==> config.mk <==
export PLATFORM = sky130hd
export DESIGN_NAME = seq_booth_mul
export DESIGN_NICKNAME = d
export VERILOG_FILES = /design/src/rtl/seq_booth_mul_pkg.sv /design/src/rtl/seq_booth_mul_recode.sv /design/src/rtl/seq_booth_mul.sv
export SDC_FILE = /design/constraint.sdc
export NUM_CORES = 1
export LEC_CHECK = 0
export BUFFER_PORTS_ARGS = -buffer_cell sky130_fd_sc_hd__buf_2
export CELL_PAD_IN_SITES_DETAIL_PLACEMENT = 0
export CELL_PAD_IN_SITES_GLOBAL_PLACEMENT = 1
export CORE_MARGIN = 2
export CORE_UTILIZATION = 40
export DETAILED_ROUTE_END_ITERATION = 12
export HOLD_SLACK_MARGIN = 0.08
export PLACE_DENSITY_LB_ADDON = 0.15
export SETUP_SLACK_MARGIN = 0.5
export SYNTH_ARGS = -nofsm -noshare
export SYNTH_HDL_FRONTEND = slang
export SYNTH_HIERARCHICAL = 1
export SYNTH_SLANG_ARGS = --single-unit
export TNS_END_PERCENT = 50
==> constraint.sdc <==
create_clock -name clock -period 9.5 [get_ports clock]
set_clock_uncertainty 0.2 [all_clocks]
set_input_delay 1.9 -clock clock [delete_from_list [all_inputs] [get_ports clock]]
set_output_delay 1.9 -clock clock [all_outputs]
set_load 0.1 [all_outputs]
==> src/rtl/seq_booth_mul_pkg.sv <==
// Shared encodings for the sequential radix-4 Booth multiplier:
// FSM states and the Booth partial-product select codes.
package seq_booth_mul_pkg;

   typedef enum logic [1:0] {
      IDLE = 2'd0,
      RUN  = 2'd1,
      DONE = 2'd2
   } state_e;

   typedef enum logic [2:0] {
      ZERO     = 3'd0,
      PLUS_M   = 3'd1,
      PLUS_2M  = 3'd2,
      MINUS_M  = 3'd3,
      MINUS_2M = 3'd4
   } booth_sel_e;

   // Window is {q[1], q[0], q[-1]}.
   function automatic booth_sel_e booth_decode(input logic [2:0] win);
      booth_sel_e sel;
      case (win)
         3'b001, 3'b010: sel = PLUS_M;
         3'b011:         sel = PLUS_2M;
         3'b100:         sel = MINUS_2M;
         3'b101, 3'b110: sel = MINUS_M;
         default:        sel = ZERO;
      endcase
      return sel;
   endfunction

endpackage

==> src/rtl/seq_booth_mul_recode.sv <==
// Combinational radix-4 Booth recoder: 3-bit window and multiplicand in,
// signed addend (0, +-M, +-2M) out, all MW bits wide.
module booth_r4_recode
   import seq_booth_mul_pkg::*;
#(
   parameter int MW = 35
) (
   input  logic [2:0]    window,
   input  logic [MW-1:0] m,
   output logic [MW-1:0] addend
);

   logic [MW-1:0] m2;

   // m already carries two spare sign bits, so the shift cannot lose the sign.
   assign m2 = {m[MW-2:0], 1'b0};

   always_comb begin
      addend = '0;
      case (booth_decode(window))
         PLUS_M:   addend = m;
         PLUS_2M:  addend = m2;
         MINUS_M:  addend = -m;
         MINUS_2M: addend = -m2;
         default:  addend = '0;
      endcase
   end

endmodule

==> src/rtl/seq_booth_mul.sv <==
// Sequential radix-4 Booth multiplier, signed or unsigned, 2 bits per cycle.
// done pulses WIDTH/2+2 cycles after start is taken; start is ignored while busy.
module seq_booth_mul
   import seq_booth_mul_pkg::*;
#(
   parameter int WIDTH = 32
) (
   input  logic             clock,
   input  logic             clear,
   input  logic             start,
   input  logic             is_signed,
   input  logic [WIDTH-1:0] multiplicand,
   input  logic [WIDTH-1:0] multiplier,
   output logic             busy,
   output logic             done,
   output logic [WIDTH-1:0] product_hi,
   output logic [WIDTH-1:0] product_lo
);

   localparam int XW    = WIDTH + 2;
   localparam int AW    = WIDTH + 3;
   localparam int STEPS = WIDTH / 2 + 1;
   localparam int CW    = $clog2(STEPS + 1);

   generate
      if ((WIDTH % 2) != 0 || WIDTH < 4) begin : g_bad_width
         $error("seq_booth_mul: WIDTH must be even and >= 4");
      end
   endgenerate

   state_e          state_q, state_d;
   logic [AW-1:0]   a_q, a_d;
   logic [AW-1:0]   m_q, m_d;
   logic [XW-1:0]   q_q, q_d;
   logic            qm1_q, qm1_d;
   logic [CW-1:0]   cnt_q, cnt_d;
   logic            busy_q, busy_d;
   logic            done_q, done_d;
   logic [WIDTH-1:0] hi_q, hi_d;
   logic [WIDTH-1:0] lo_q, lo_d;

   logic [AW-1:0]   addend;
   logic [AW-1:0]   sum;
   logic [AW-1:0]   a_sh;
   logic [XW-1:0]   q_sh;

   booth_r4_recode #(.MW(AW)) u_recode (
      .window ({q_q[1:0], qm1_q}),
      .m      (m_q),
      .addend (addend)
   );

   assign sum  = a_q + addend;
   assign a_sh = {{2{sum[AW-1]}}, sum[AW-1:2]};
   assign q_sh = {sum[1:0], q_q[XW-1:2]};

   always_comb begin
      state_d = state_q;
      a_d     = a_q;
      m_d     = m_q;
      q_d     = q_q;
      qm1_d   = qm1_q;
      cnt_d   = cnt_q;
      busy_d  = busy_q;
      done_d  = 1'b0;
      hi_d    = hi_q;
      lo_d    = lo_q;
      case (state_q)
         IDLE: begin
            busy_d = 1'b0;
            if (start) begin
               m_d     = is_signed ? {{3{multiplicand[WIDTH-1]}}, multiplicand}
                                   : {3'b000, multiplicand};
               q_d     = is_signed ? {{2{multiplier[WIDTH-1]}}, multiplier}
                                   : {2'b00, multiplier};
               a_d     = '0;
               qm1_d   = 1'b0;
               cnt_d   = '0;
               busy_d  = 1'b1;
               state_d = RUN;
            end
         end
         RUN: begin
            a_d   = a_sh;
            q_d   = q_sh;
            qm1_d = q_q[1];
            cnt_d = cnt_q + CW'(1);
            if (cnt_q == CW'(STEPS - 1)) begin
               // Low 2*WIDTH bits of {A,Q}: all of Q plus the bottom WIDTH-2 bits of A.
               {hi_d, lo_d} = {a_sh[WIDTH-3:0], q_sh};
               done_d       = 1'b1;
               state_d      = DONE;
            end
         end
         DONE: begin
            busy_d  = 1'b0;
            state_d = IDLE;
         end
         default: begin
            busy_d  = 1'b0;
            state_d = IDLE;
         end
      endcase
   end

   always_ff @(posedge clock) begin
      if (clear) begin
         state_q <= IDLE;
         a_q     <= '0;
         m_q     <= '0;
         q_q     <= '0;
         qm1_q   <= 1'b0;
         cnt_q   <= '0;
         busy_q  <= 1'b0;
         done_q  <= 1'b0;
         hi_q    <= '0;
         lo_q    <= '0;
      end else begin
         state_q <= state_d;
         a_q     <= a_d;
         m_q     <= m_d;
         q_q     <= q_d;
         qm1_q   <= qm1_d;
         cnt_q   <= cnt_d;
         busy_q  <= busy_d;
         done_q  <= done_d;
         hi_q    <= hi_d;
         lo_q    <= lo_d;
      end
   end

   assign busy       = busy_q;
   assign done       = done_q;
   assign product_hi = hi_q;
   assign product_lo = lo_q;

endmodule

## Yosys cells after proc, flatten, opt, wreduce, memory -nomap -nowiden

Index checks and enable logic that the tools add are counted.

| storage, ports and cells | value |
|---|---|
| bits in registers | 178 |
| input bits | 68 |
| output and inout bits | 66 |

| operators by class | value |
|---|---|
| add/subtract/negate cells | 4 |
| eq/ne operators | 14 |
| mux-type cells | 18 |
| bitwise gates (word level) | 1 |
| reductions and logical operators | 9 |

Operators with widths:

| kind | count |
|---|---|
| one-hot mux 35 bit (4 select lines) | 1 |
| two-way mux 35 bit | 2 |
| negation 35 bit | 2 |
| one-hot mux 35 bit (2 select lines) | 1 |
| two-way mux 34 bit | 2 |
| one-hot mux 34 bit (2 select lines) | 1 |
| adder 35 bit | 1 |
| equality test 3 x 2 -> 1 bit (second input constant) | 4 |
| equality test 3 bit (second input constant) | 4 |
| one-hot mux 3 bit (4 select lines) | 1 |
| one-hot mux 5 bit (2 select lines) | 1 |
| AND reduction 2 bit | 4 |
| equality test 3 x 1 -> 1 bit (second input constant) | 2 |
| OR reduction 2 bit | 3 |
| adder 5 x 1 -> 5 bit (second input constant) | 1 |
| equality test 5 bit (second input constant) | 1 |
| two-way mux 5 bit | 1 |
| two-way mux 2 bit | 2 |
| != test 2 bit (second input constant) | 2 |
| one-hot mux 1 bit (2 select lines) | 2 |
| one-hot mux 2 bit (2 select lines) | 1 |
| two-way mux 1 bit | 3 |
| equality test 2 x 1 -> 1 bit (second input constant) | 1 |
| logical NOT 2 bit | 1 |
| other kinds (2) | 2 |

## Logic depth before layout (Yosys ltp)

| logic depth | value |
|---|---|
| depth after elaboration | 7 |
| depth in mapped cells | 19 |
| mapped depth without buffers | 17 |

## Hierarchy

Netlist, hierarchy kept.

Modules (own cells, without submodules):

| module | times used | cells an instance | area each (um2) |
|---|---|---|---|
| seq_booth_mul | 1 | 1054 | 8225.4 |
| booth_r4_recode | 1 | 320 | 1918.1 |

## Worst setup path before layout

OpenSTA, ideal clock, no wires.

| timing path | value |
|---|---|
| path type | register to register |
| start point | register m_q[2] |
| end point | register a_q[27] |
| library setup time | 0.074 ns |
| data arrival time | 4.304 ns |
| required time | 9.226 ns |
| path slack | 4.922 ns |
| cell stages (with the launch flop) | 19 |
| period minus slack after synthesis | 4.578 ns |
| cell sequence | dfxtp_1 -> buf_6 -> or4_4 -> or4_1 -> buf_2 -> nor4_1 -> mux2i_1 -> a21oi_1 -> a221o_1 -> ha_1 -> buf_2 -> nand2_1 -> a2111oi_0 -> nand4_1 -> a31oi_1 -> o31ai_1 -> a2111oi_0 -> a41oi_1 -> a31oi_1 |

| on the way | value |
|---|---|
| cells in the longest elaborated chain, start to end | 4 |

RTL lines:

| what | RTL line | RTL |
|---|---|---|
| start, declared | seq_booth_mul.sv:33 | `logic [AW-1:0] m_q, m_d;` |
| start signal, assigned | seq_booth_mul.sv:121 | `m_q <= m_d;` |
| negation 35 bit, on equally long branches | seq_booth_mul_recode.sv:24, seq_booth_mul_recode.sv:23 |  |
| one-hot mux 35 bit (4 select lines) * | seq_booth_mul_recode.sv:20 | `case (booth_decode(window))` |
| named net addend[15] | seq_booth_mul.sv:42 | `logic [AW-1:0] addend;` |
| adder 35 bit * | seq_booth_mul.sv:53 | `assign sum = a_q + addend;` |
| one-hot mux 35 bit (2 select lines) * | seq_booth_mul.sv:68 | `case (state_q)` |
| end signal, assigned | seq_booth_mul.sv:109 | `a_q <= '0;` |
| end signal, assigned | seq_booth_mul.sv:120 | `a_q <= a_d;` |
| end, declared | seq_booth_mul.sv:32 | `logic [AW-1:0] a_q, a_d;` |

The timed path passes the listed nets; every way through them passes the cells marked *.
A chain may end at the register's enable or synchronous reset.

## Worst setup path after layout

| timing path | value |
|---|---|
| start point | register m_q[1] |
| end point | register a_q[27] |

Same word-level chain as after synthesis.

==> impl_metrics.csv <==
group,metric,value,unit
final_layout,layout.nets,1530,
setup_path,crit_top_cell,"nand4_1",
timing,maxSlewViolCount,0,
setup_path,worstReg2RegEnd,"a_q[27]",
floorplanning,core_region_area,0.0250,mm²
floorplanning,row_count,58,
timing,final-setup-viol-count,0,
timing,finalHoldViolCount,0,
min_path,holdPathStages,2,
floorplanning,pin_count,134,
grt,overflow,0,
logic_synthesis,yosys_warnings,6,
grt,track_usage,23.5,%
clock_tree,cts_resized,0,
final_layout,multiInputGateArea,0.00616,mm²
drt,ant_nets,0,
setup_path,r2r_slack,3.57,ns
floorplanning,die_w,163,µm
drt,routedLengthMet1,14000,µm
logic_synthesis,ys_async_sr_fraction,0,%
setup_path,slowest_delay,0.84,ns
setup_path,slowest_stage,"nor4b_1",
floorplanning,die-area,0.0266,mm²
min_path,hold_start,"product_hi[13]",
logic_synthesis,synth_ff_type,"dfxtp_1",
final_layout,seq_area,0.00348,mm²
timing,setup_tns,0,ns
logic_synthesis,synth_cell_type_count,68,
drt,vias,9928,
logic_synthesis,synthesis.nets,1480,
power_and_ir_drop,pwr-share-clk,39.3,%
drt,dr.max_layer_used,"met4",
min_path,min_to,"product_hi[13]",
drt,drt-initial-drc-count,679,
place,place_area,0.0109,mm²
clock_tree,insertion_delay,0.44,ns
run_status,status,"finished, final reports clean",
logic_synthesis,syn_avg_cell_area,7.38,µm²
timing,tightestPinTransition,1.08,ns
floorplanning,start_util,40.5,%
grt,antenna_found_initial,1,
logic_synthesis,syn_inst,1374,
final_layout,fin_area,0.0115,mm²
setup_path,path_cells,"inv_1 > ha_1 > nor4b_1 > nand4_1 > or3_1 > and4b_1 > o221ai_1 > o21ai_0 > ha_1 > nand4_1 > a2111oi_0 > nand4_1 > a31oi_1 > o31ai_1 > a2111oi_0 > a41oi_1 > a31oi_1",
final_layout,layout.cells.non_filler,1768,
setup_path,critPathCaptureType,"register",
drt,wl_met2,14200,µm
flow_run,max-cap-violations,0,
final_layout,mostFrequentLayoutCells,"nand2_1 (282), a21oi_1 (193), dfxtp_1 (174)",
floorplanning,die_y,163,µm
place,gp_congestion,0.882,
clock_tree,holdBufCountCts,0,
setup_path,crit_buf_inv,1,
grt,grt_pass1_wl,50000,µm
power_and_ir_drop,leakage,4.49,nW
power_and_ir_drop,p_sw_share,33.1,%
clock_tree,cts-root-buf,"clkbuf_16",
clock_tree,cts_inserted_buffers,17,
clock_tree,clk_pin_slew,0.08,ns
power_and_ir_drop,ir_drop,83.7,µV
power_and_ir_drop,p_int,0.00122,W
clock_tree,h-tree-depth,4,
drt,drt_wl_total,30900,µm
clock_tree,cts_tree,"yes",
power_and_ir_drop,power.switching,0.000604,W
final_layout,fin_util,45.9,%
drt,drt_first_pass_iters,5,
setup_path,cp.arrival,6.09,ns
final_layout,area_delta_synth_final,13.3,%
power_and_ir_drop,pwr-share-comb,17.4,%
setup_path,crit_type,"register to register",
timing,slew_headroom,27.8,%
setup_path,startpoint_type,"register",
drt,vias_per_cell,5.62,
place,port-buffer-count,133,
power_and_ir_drop,p_total,0.00183,W
setup_path,critPathRequiredTime,9.67,ns
clock_tree,cts_sinks,174,
timing,fin_crit_sh,62.4,%
logic_synthesis,synthesis.area,0.0101,mm²
setup_path,cp_top_family,"simple AND/OR/NAND/NOR gates",
final_layout,n_fill_cell,2615,
drt,wl_met3,1640,µm
logic_synthesis,synth-seq-cells,174,
place,place_inst,1735,
setup_path,path_max_fanout,12,
logic_synthesis,seq_area_frac_synth,34.3,%
final_layout,layout_commonest_cell,"nand2_1",
final_layout,drive_gt1_share,13.5,%
power_and_ir_drop,power_density,159,mW/mm²
power_and_ir_drop,seq_power_share,43.3,%
drt,drc,0,
logic_synthesis,synth_edf_count,0,
timing,fin_crit,5.93,ns
drt,wire_per_inst,17.4,µm
timing,rsz0062_at_grt,"false",
timing,fmax,169,MHz
grt,grt_max_degree,119,
place,dp_hpwl,21100,µm
grt,grt_pass1_vias,9318,
clock_tree,clk_path_buf_depth,2,
min_path,hp-class,"register to register",
setup_path,r2r_cells,17,
setup_path,timing.rr.start,"m_q[1]",
clock_tree,postCtsSetupBuffers,0,
==> cells by family after synthesis <==
family / after synthesis / synth area share [%]
AOI/OAI and AO/OA: 415 / 24.8
adders and majority gates: 38 / 4.76
buffers and inverters: 135 / 5.18
and+or+nand+nor: 543 / 24.9
muxes: 3 / 0.296
DFF: 174 / 34.3
xor gates and xnor gates: 66 / 5.70
==> sequential cells by signal, indices dropped and copies added, names as in the netlist <==
| name | flops |
|---|---|
| a_q | 33 |
| busy | 1 |
| cnt_q | 5 |
| done | 1 |
| m_q | 33 |
| product_hi | 32 |
| product_lo | 32 |
| q_q | 34 |
| qm1_q | 1 |
| state_q | 2 |
==> routing by layer <==
layer / vias up / global-route usage [%]
li1: 4966 / -
met1: 4656 / 30.9
met2: 264 / 37.7
met3: 42 / 4.93
met4: 0 / 8.85
met5: - / 0
==> stage by stage <==
stage | hold slack (ns) | setup WS, ns
3_5_place_dp | 0.243 | 3.65
4_1_cts | 0.254 | 3.62
2_1_floorplan | 0.233 | 4.92
6_report | 0.252 | 3.57
3_3_place_gp | 0.239 | 3.93
5_1_grt | 0.272 | 2.88
==> worst max path at each step <==
stage | startpoint | to | slack [ns] | cells after the start
6_report | m_q[1] | a_q[27] | 3.57 | 17
5_1_grt | m_q[1] | a_q[27] | 2.88 | 17
4_1_cts | m_q[1] | a_q[27] | 3.62 | 17
3_5_place_dp | m_q[1] | a_q[27] | 3.65 | 17
3_3_place_gp | m_q[0] | a_q[27] | 3.93 | 17
2_1_floorplan | m_q[2] | a_q[27] | 4.92 | 18
==> worst reg2reg max path, delay by kind of cell, from the launching register on <==
| kind | cells | cell delay [ns] |
|---|---|---|
| adders and majority gates | 2 | 0.70 |
| AOI/OAI and AO/OA | 8 | 1.83 |
| buffers and inverters | 1 | 0.08 |
| DFF | 1 | 0.36 |
| and+or+nand+nor | 6 | 2.68 |
==> cell usage after synthesis, drive strengths merged (6+ instances only) <==
cell type	count	area, µm²
nand4b	9	78.8
a211oi	12	90.1
dfxtp	174	3480
ha	37	463
nand3b	6	45.0
xnor2	34	298
o221ai	7	61.3
nor4	13	81.3
nand2	283	1060
inv	22	82.6
o21bai	7	52.6
nor3	35	191
nor2	65	244
or3	6	42.5
nor2b	12	75.1
buf	21	97.6
nor4b	7	61.3
xor2	32	280
nand3	47	235
and2	6	37.5
nand4	16	106
o21ai	64	320
a31oi	12	75.1
a21o	18	135
or4	6	48.8
a21oi	194	975
a211o	6	53.8
a22oi	50	375
o31ai	6	45.0
nand2b	14	87.6
clkbuf	92	345
==> power groups by stage <==
stage	combinational, W	sequential, W	clock [W]
floorplan	0.000240	0.000791	0
global placement	0.000315	0.000807	0
detailed placement	0.000316	0.000807	0
CTS	0.000317	0.000790	0.000740
global route	0.000354	0.000795	0.000764
finish	0.000318	0.000790	0.000717
==> layout make-up <==
cell class	instances	share of cell area, %
antenna	1	0.0218
clock buffer	18	3.74
clock inverter	14	1.39
inverter	22	0.719
multi-input combinational	1065	53.6
sequential	174	30.3
tap	330	3.59
timing repair buffer	144	6.57
Note: power is estimated with default switching activity, not from simulation.
